--- src/rtl/passcode_input_capture_if.sv ---
// Operand/opcode capture bus: raw switch and button inputs, captured outputs and status.
interface passcode_input_capture_if;
   logic [9:0] sw_a;
   logic [9:0] sw_b;
   logic [2:0] sw_op;
   logic       btn_enter;
   logic [9:0] a;
   logic [9:0] b;
   logic [2:0] op;
   logic       valid;
   logic       err;
   logic       busy;
   logic [7:0] entry_cnt;

   modport master (
      output sw_a, sw_b, sw_op, btn_enter,
      input  a, b, op, valid, err, busy, entry_cnt
   );

   modport slave (
      input  sw_a, sw_b, sw_op, btn_enter,
      output a, b, op, valid, err, busy, entry_cnt
   );
endinterface

--- src/rtl/passcode_input_capture.sv ---
// Synchronises switches and enter button, debounces presses, latches one a/b/op set per press.
// Optional macro PASSCODER_STABLE_CHECK_EN rejects captures whose switches moved during debounce.
module passcode_input_capture #(
   parameter int DEBOUNCE_CYCLES = 1000000,
   parameter int CNT_W           = 20
) (
   input  logic                      clk,
   input  logic                      rst,
   passcode_input_capture_if.slave   bus
);

   typedef enum logic [1:0] {
      S_IDLE     = 2'd0,
      S_DEBOUNCE = 2'd1,
      S_CAPTURE  = 2'd2,
      S_RELEASE  = 2'd3
   } state_t;

   localparam logic [CNT_W-1:0] LP_CNT_MAX = CNT_W'(DEBOUNCE_CYCLES);

   logic             r_btn_p0;
   logic             r_btn_p1;
   logic [22:0]      r_sw_p0;
   logic [22:0]      r_sw_p1;
   state_t           r_state;
   state_t           w_state_nxt;
   logic [CNT_W-1:0] r_cnt;
   logic [CNT_W-1:0] w_cnt_nxt;
   logic [9:0]       r_a;
   logic [9:0]       r_b;
   logic [2:0]       r_op;
   logic             r_valid;
   logic [7:0]       r_entry_cnt;
   logic             w_btn_s;
   logic [22:0]      w_sw_s;
   logic [22:0]      w_sw_raw;
   logic             w_capture;
   logic             w_snap_load;
   logic             w_sw_match;
   logic             w_load;

   assign w_sw_raw = {bus.sw_a, bus.sw_b, bus.sw_op};
   assign w_btn_s  = r_btn_p1;
   assign w_sw_s   = r_sw_p1;

   always_comb begin
      w_state_nxt = r_state;
      w_cnt_nxt   = r_cnt;
      w_capture   = 1'b0;
      w_snap_load = 1'b0;
      case (r_state)
         S_IDLE: begin
            if (w_btn_s) begin
               w_state_nxt = S_DEBOUNCE;
               w_cnt_nxt   = CNT_W'(1);
               w_snap_load = 1'b1;
            end else begin
               w_cnt_nxt   = '0;
            end
         end
         S_DEBOUNCE: begin
            if (!w_btn_s) begin
               w_state_nxt = S_IDLE;
               w_cnt_nxt   = '0;
            end else if (r_cnt == LP_CNT_MAX) begin
               // Outputs register on this edge so a/b/op appear together with valid.
               w_state_nxt = S_CAPTURE;
               w_capture   = 1'b1;
            end else begin
               w_cnt_nxt   = r_cnt + CNT_W'(1);
            end
         end
         S_CAPTURE: begin
            w_state_nxt = S_RELEASE;
            w_cnt_nxt   = '0;
         end
         S_RELEASE: begin
            if (w_btn_s) begin
               w_cnt_nxt   = '0;
            end else if (r_cnt == LP_CNT_MAX) begin
               w_state_nxt = S_IDLE;
               w_cnt_nxt   = '0;
            end else begin
               w_cnt_nxt   = r_cnt + CNT_W'(1);
            end
         end
         default: begin
            w_state_nxt = S_IDLE;
            w_cnt_nxt   = '0;
         end
      endcase
   end

`ifdef PASSCODER_STABLE_CHECK_EN
   logic [22:0] r_snap;
   logic        r_err;
   logic        w_reject;

   assign w_sw_match = (w_sw_s == r_snap);
   assign w_reject   = w_capture & ~w_sw_match;

   always_ff @(posedge clk) begin
      if (rst) begin
         r_snap <= '0;
         r_err  <= 1'b0;
      end else begin
         if (w_snap_load) r_snap <= w_sw_s;
         r_err <= w_reject;
      end
   end

   assign bus.err = r_err;
`else
   assign w_sw_match = 1'b1;
   assign bus.err    = 1'b0;
`endif

   assign w_load = w_capture & w_sw_match;

   always_ff @(posedge clk) begin
      if (rst) begin
         r_btn_p0    <= 1'b0;
         r_btn_p1    <= 1'b0;
         r_sw_p0     <= '0;
         r_sw_p1     <= '0;
         r_state     <= S_IDLE;
         r_cnt       <= '0;
         r_a         <= '0;
         r_b         <= '0;
         r_op        <= '0;
         r_valid     <= 1'b0;
         r_entry_cnt <= '0;
      end else begin
         r_btn_p0 <= bus.btn_enter;
         r_btn_p1 <= r_btn_p0;
         r_sw_p0  <= w_sw_raw;
         r_sw_p1  <= r_sw_p0;
         r_state  <= w_state_nxt;
         r_cnt    <= w_cnt_nxt;
         r_valid  <= w_load;
         if (w_load) begin
            r_a         <= w_sw_s[22:13];
            r_b         <= w_sw_s[12:3];
            r_op        <= w_sw_s[2:0];
            r_entry_cnt <= r_entry_cnt + 8'd1;
         end
      end
   end

   assign bus.a         = r_a;
   assign bus.b         = r_b;
   assign bus.op        = r_op;
   assign bus.valid     = r_valid;
   assign bus.busy      = (r_state != S_IDLE);
   assign bus.entry_cnt = r_entry_cnt;

   // Keeps the unused-in-default-build snapshot strobe from being flagged.
   logic w_unused;
   assign w_unused = w_snap_load;

endmodule

--- src/flat_wrapper.sv ---
// flat-port wrapper written by rule: the top's interface ports become plain ports
module passcode_input_capture_flat 
#(
   parameter int DEBOUNCE_CYCLES = 1000000,
   parameter int CNT_W           = 20
)
  (clk, rst, bus_sw_a, bus_sw_b, bus_sw_op, bus_btn_enter, bus_a, bus_b, bus_op, bus_valid, bus_err, bus_busy, bus_entry_cnt);
  passcode_input_capture_if bus_i ();
  input  logic clk;
  input  logic rst;
  input wire logic [$bits(bus_i.sw_a)-1:0] bus_sw_a;
  input wire logic [$bits(bus_i.sw_b)-1:0] bus_sw_b;
  input wire logic [$bits(bus_i.sw_op)-1:0] bus_sw_op;
  input wire logic [$bits(bus_i.btn_enter)-1:0] bus_btn_enter;
  output wire logic [$bits(bus_i.a)-1:0] bus_a;
  output wire logic [$bits(bus_i.b)-1:0] bus_b;
  output wire logic [$bits(bus_i.op)-1:0] bus_op;
  output wire logic [$bits(bus_i.valid)-1:0] bus_valid;
  output wire logic [$bits(bus_i.err)-1:0] bus_err;
  output wire logic [$bits(bus_i.busy)-1:0] bus_busy;
  output wire logic [$bits(bus_i.entry_cnt)-1:0] bus_entry_cnt;
  assign bus_i.sw_a = bus_sw_a;
  assign bus_i.sw_b = bus_sw_b;
  assign bus_i.sw_op = bus_sw_op;
  assign bus_i.btn_enter = bus_btn_enter;
  assign bus_a = bus_i.a;
  assign bus_b = bus_i.b;
  assign bus_op = bus_i.op;
  assign bus_valid = bus_i.valid;
  assign bus_err = bus_i.err;
  assign bus_busy = bus_i.busy;
  assign bus_entry_cnt = bus_i.entry_cnt;
  passcode_input_capture #(.DEBOUNCE_CYCLES(DEBOUNCE_CYCLES), .CNT_W(CNT_W)) u_core (.clk(clk), .rst(rst), .bus(bus_i));
endmodule
--- config.mk ---
export PLATFORM = sky130hd
export DESIGN_NAME = passcode_input_capture_flat
export DESIGN_NICKNAME = d
export VERILOG_FILES = /design/src/rtl/passcode_input_capture_if.sv /design/src/rtl/passcode_input_capture.sv /design/src/flat_wrapper.sv
export SDC_FILE = /design/constraint.sdc
export NUM_CORES = 1
export LEC_CHECK = 0
export CAP_MARGIN = 20
export CORE_MARGIN = 3
export CORE_UTILIZATION = 40
export CTS_CLUSTER_SIZE = 16
export DETAILED_ROUTE_END_ITERATION = 7
export PLACE_DENSITY_LB_ADDON = 0.08
export SYNTH_ARGS = -nofsm -noshare
export SYNTH_HDL_FRONTEND = slang
export SYNTH_SLANG_ARGS = --single-unit
--- constraint.sdc ---
create_clock -name clk -period 1.9 [get_ports clk]
set_input_delay 0.475 -clock clk [delete_from_list [all_inputs] [get_ports clk]]
set_output_delay 0.475 -clock clk [all_outputs]
set_load 0.02 [all_outputs]
==> results.txt <==
Run status: finished, final reports clean
Tightest Hold Check Type: input port to flop
Number of detailed-route iterations in the first pass: 4
Final critical path time including I/O delays and setup: 1880 ps
Global placer's final weighted congestion: 0.796
Share of total power in sequential cells: 0.597
Dpl ws: -82.7 ps
Net switching power: 898 uW
Syn Nets: 424
Dominant synthesized flop cell: sky130_fd_sc_hd__dfxtp_1
Violation count after the first detailed-routing iteration: 96
EDFF count, synth: 0
Synth-to-layout area growth: 30.8%
Ordered cell list for the critical path: or4_4 -> or3_4 -> nor4_2 -> mux2_1
Initial core utilization: 0.413
Post-route met1 wirelength: 3.76 mm
Reg-to-reg slack, setup: 20 ps
Signal arrival time at the worst endpoint: 2150 ps
Remaining antenna violation count after routing: 0
Initial antenna violation count: 0
Number of max-cap violations: 0
Post-synth ARST share: 0
Final count of pins violating max slew: 0
Via-to-Cell Ratio: 5.01
Crit path largest cell delay: 520 ps
# DRC: 0
Post-DP HPWL: 5.31 mm
Fraction of the cycle the final worst path needs: 0.991
Buffers and inverters on the worst path: 0
CORE AREA: 9240 sq um
Kind of cell with the highest combined delay on the critical path: simple AND/OR/NAND/NOR gates
H-tree depth: 3
Clock Sinks: 102
Maximum count of clock buffers along a single path: 2
Slowest cell on crit path: sky130_fd_sc_hd__or4_4
Worst setup SP type: flop
Critical Path End Type: flop
Most numerous cell in the Yosys netlist: sky130_fd_sc_hd__dfxtp_1
CTS Root Cell: sky130_fd_sc_hd__clkbuf_8
Leakage component of the power: 1.77 nW
Largest net degree at the start of global routing: 71
Worst Path Class, Setup: flop to flop
Wire length of the first global-routing pass: 13.6 mm
Peak clock frequency supported by timing: 0.531 GHz
Final hold violation count: 0
Total power per unit cell area: 738 nW/um^2
Die height: 104 um
Number of placement rows: 35
Fraction of power consumed by the clock network: 0.367
Cell area after technology mapping: 3820 sq um
Cts bufs inserted: 9
Cell Int Power: 2.79 mW
Crit path required time: 2170 ps
Top routing layer used: met4
Share of the synthesized area in the top cell type: 0.535
Total Power Consumption: 3.68 mW
Die W: 104 um
Count of port buffers added during placement: 58
Final Worst Setup Slack: 17.4 ps
Area of all placed cells without fillers: 4990 sq um
Final count of negative-setup-slack endpoints: 0
Fin Setup TNS: 0 ps
DP Area: 4710 sq um
Per-instance average area after synthesis: 9.66 sq um
Worst IR drop on VDD: 0.000427 V
Area enclosed by the die boundary: 10700 sq um
Insertion delay to the later sink of the worst-skew pair: 370 ps
Distinct cells, synth: 50
Layout Skew: 8.11 ps
Switching share of total power: 0.244
Detailed-route wire length per cell: 13.3 um
Via count of the first global-routing pass: 2916
Unrepaired setup endpoints after global routing: true
Share of cells above drive strength 1: 0.166
Synth cell count leaders: 102 x sky130_fd_sc_hd__dfxtp_1, 53 x sky130_fd_sc_hd__nor2b_1, 37 x sky130_fd_sc_hd__a21oi_1
Via count: 3032
Syn Inst Count: 395
Tot GR Track Use: 0.152
Final Hold Slack: 353 ps
Antenna Cells: 0
Leading area contributor after synthesis: sky130_fd_sc_hd__dfxtp_1
CTS tree: yes
Number of top-level pins: 60
Cell types with the largest area share after synthesis: sky130_fd_sc_hd__dfxtp_1 54%, sky130_fd_sc_hd__nor2b_1 8.7%, sky130_fd_sc_hd__a21oi_1 4.9%, sky130_fd_sc_hd__nand3_1 4.7%, sky130_fd_sc_hd__o21ai_0 4.2%
Fraction of power consumed by combinational cells: 0.036
Overall overflow remaining after global route: 0
Post-layout nets: 500
Met3 Routed Length: 301 um
Detailed-route wire length: 8.06 mm
Filler cell count: 862
Warnings from Yosys: 0
Length of routed met2 wiring: 3.88 mm
Clock-pin transition on the worst setup and hold timing paths: 100 ps
Crit Path Max Fanout: 11
Post-synthesis sequential element count: 102
Sequential fraction of the synthesis area: 0.535
## stage by stage
stage	std cells	util
final	605	0.540
after global routing	605	0.540
after CTS	604	0.532
after detailed placement	588	0.509
after global placement	588	0.509
after floorplan	395	-
## placed cells by master (no fill, tap or decap), drive strengths merged, types with 7 or more instances in the layout
cell type,count
a21oi,37
a22oi,8
buf,35
clkbuf,9
clkdlybuf4s50,50
dfxtp,102
inv,13
nand3,36
nand4,7
nor2,7
nor2b,53
nor3,8
o21ai,32
or3,7
## layer usage
metal	vias up	track usage
met3	7	0.0374
met5	-	0
met4	0	0.0608
met1	1435	0.188
met2	52	0.253
li1	1538	-
## flip-flops by register name (all words and copies together), names as in the netlist, 3 cells and up, named ones only
register / flops
u_core.bus.b: 10
u_core.bus.entry_cnt: 8
u_core.r_sw_p1: 23
u_core.r_sw_p0: 23
u_core.bus.a: 10
u_core.bus.op: 3
u_core.r_cnt: 20
## worst paths after layout
| path | end | cells past startpoint | startpoint |
|---|---|---|---|
| setup / recovery | u_core.bus.entry_cnt[5] | 4 | u_core.r_cnt[7] |
| setup reg to reg | u_core.bus.entry_cnt[5] | 4 | u_core.r_cnt[7] |
| hold / removal | u_core.r_btn_p0 | 2 | rst |
| hold reg to reg | u_core.r_sw_p1[7] | 1 | u_core.r_sw_p0[7] |
## cell families after synthesis
group | count (synthesis) | share of synthesized area
and+or+nand+nor | 149 | 0.237
DFF | 102 | 0.535
AOI/OAI and AO/OA | 90 | 0.141
buffers and inverters | 36 | 0.0420
xor gates and xnor gates | 11 | 0.0252
adders and majority gates | 3 | 0.00984
muxes | 3 | 0.00885
other | 1 | 0.000983
## power groups by stage
stage               Combinational (mW)  Sequential [mW]  Clock, mW
finish                           0.134             2.20       1.35
global route                     0.149             2.20       1.47
CTS                              0.136             2.20       1.39
detailed placement               0.136             2.25          0
global placement                 0.135             2.25          0
floorplan                       0.0692             2.24          0
## cell type report
type | count | area [sq um] | area share
repair buffers | 92 | 878 | 0.176
clock inverters | 7 | 72.6 | 0.0145
clock buffers | 9 | 124 | 0.0248
inverters | 9 | 33.8 | 0.00677
flip-flops and latches | 102 | 2050 | 0.411
well taps | 129 | 161 | 0.0323
multi-input cells | 257 | 1670 | 0.335
## worst reg2reg max path: cells and delay by family, from the launching register on
kind	cells	cell delay (ps)
AND/OR/NAND/NOR	3	1110
multiplexers	1	340
flip-flops	1	350
## timing repair
item                                    CTS  global route
pin swaps                                 1             5
endpoints found under the setup margin   53            36
hold buffers                              0             0
gates resized for setup                  13            24
buffers inserted                          0             1
No activity file was read; power rests on OpenSTA's default activity.
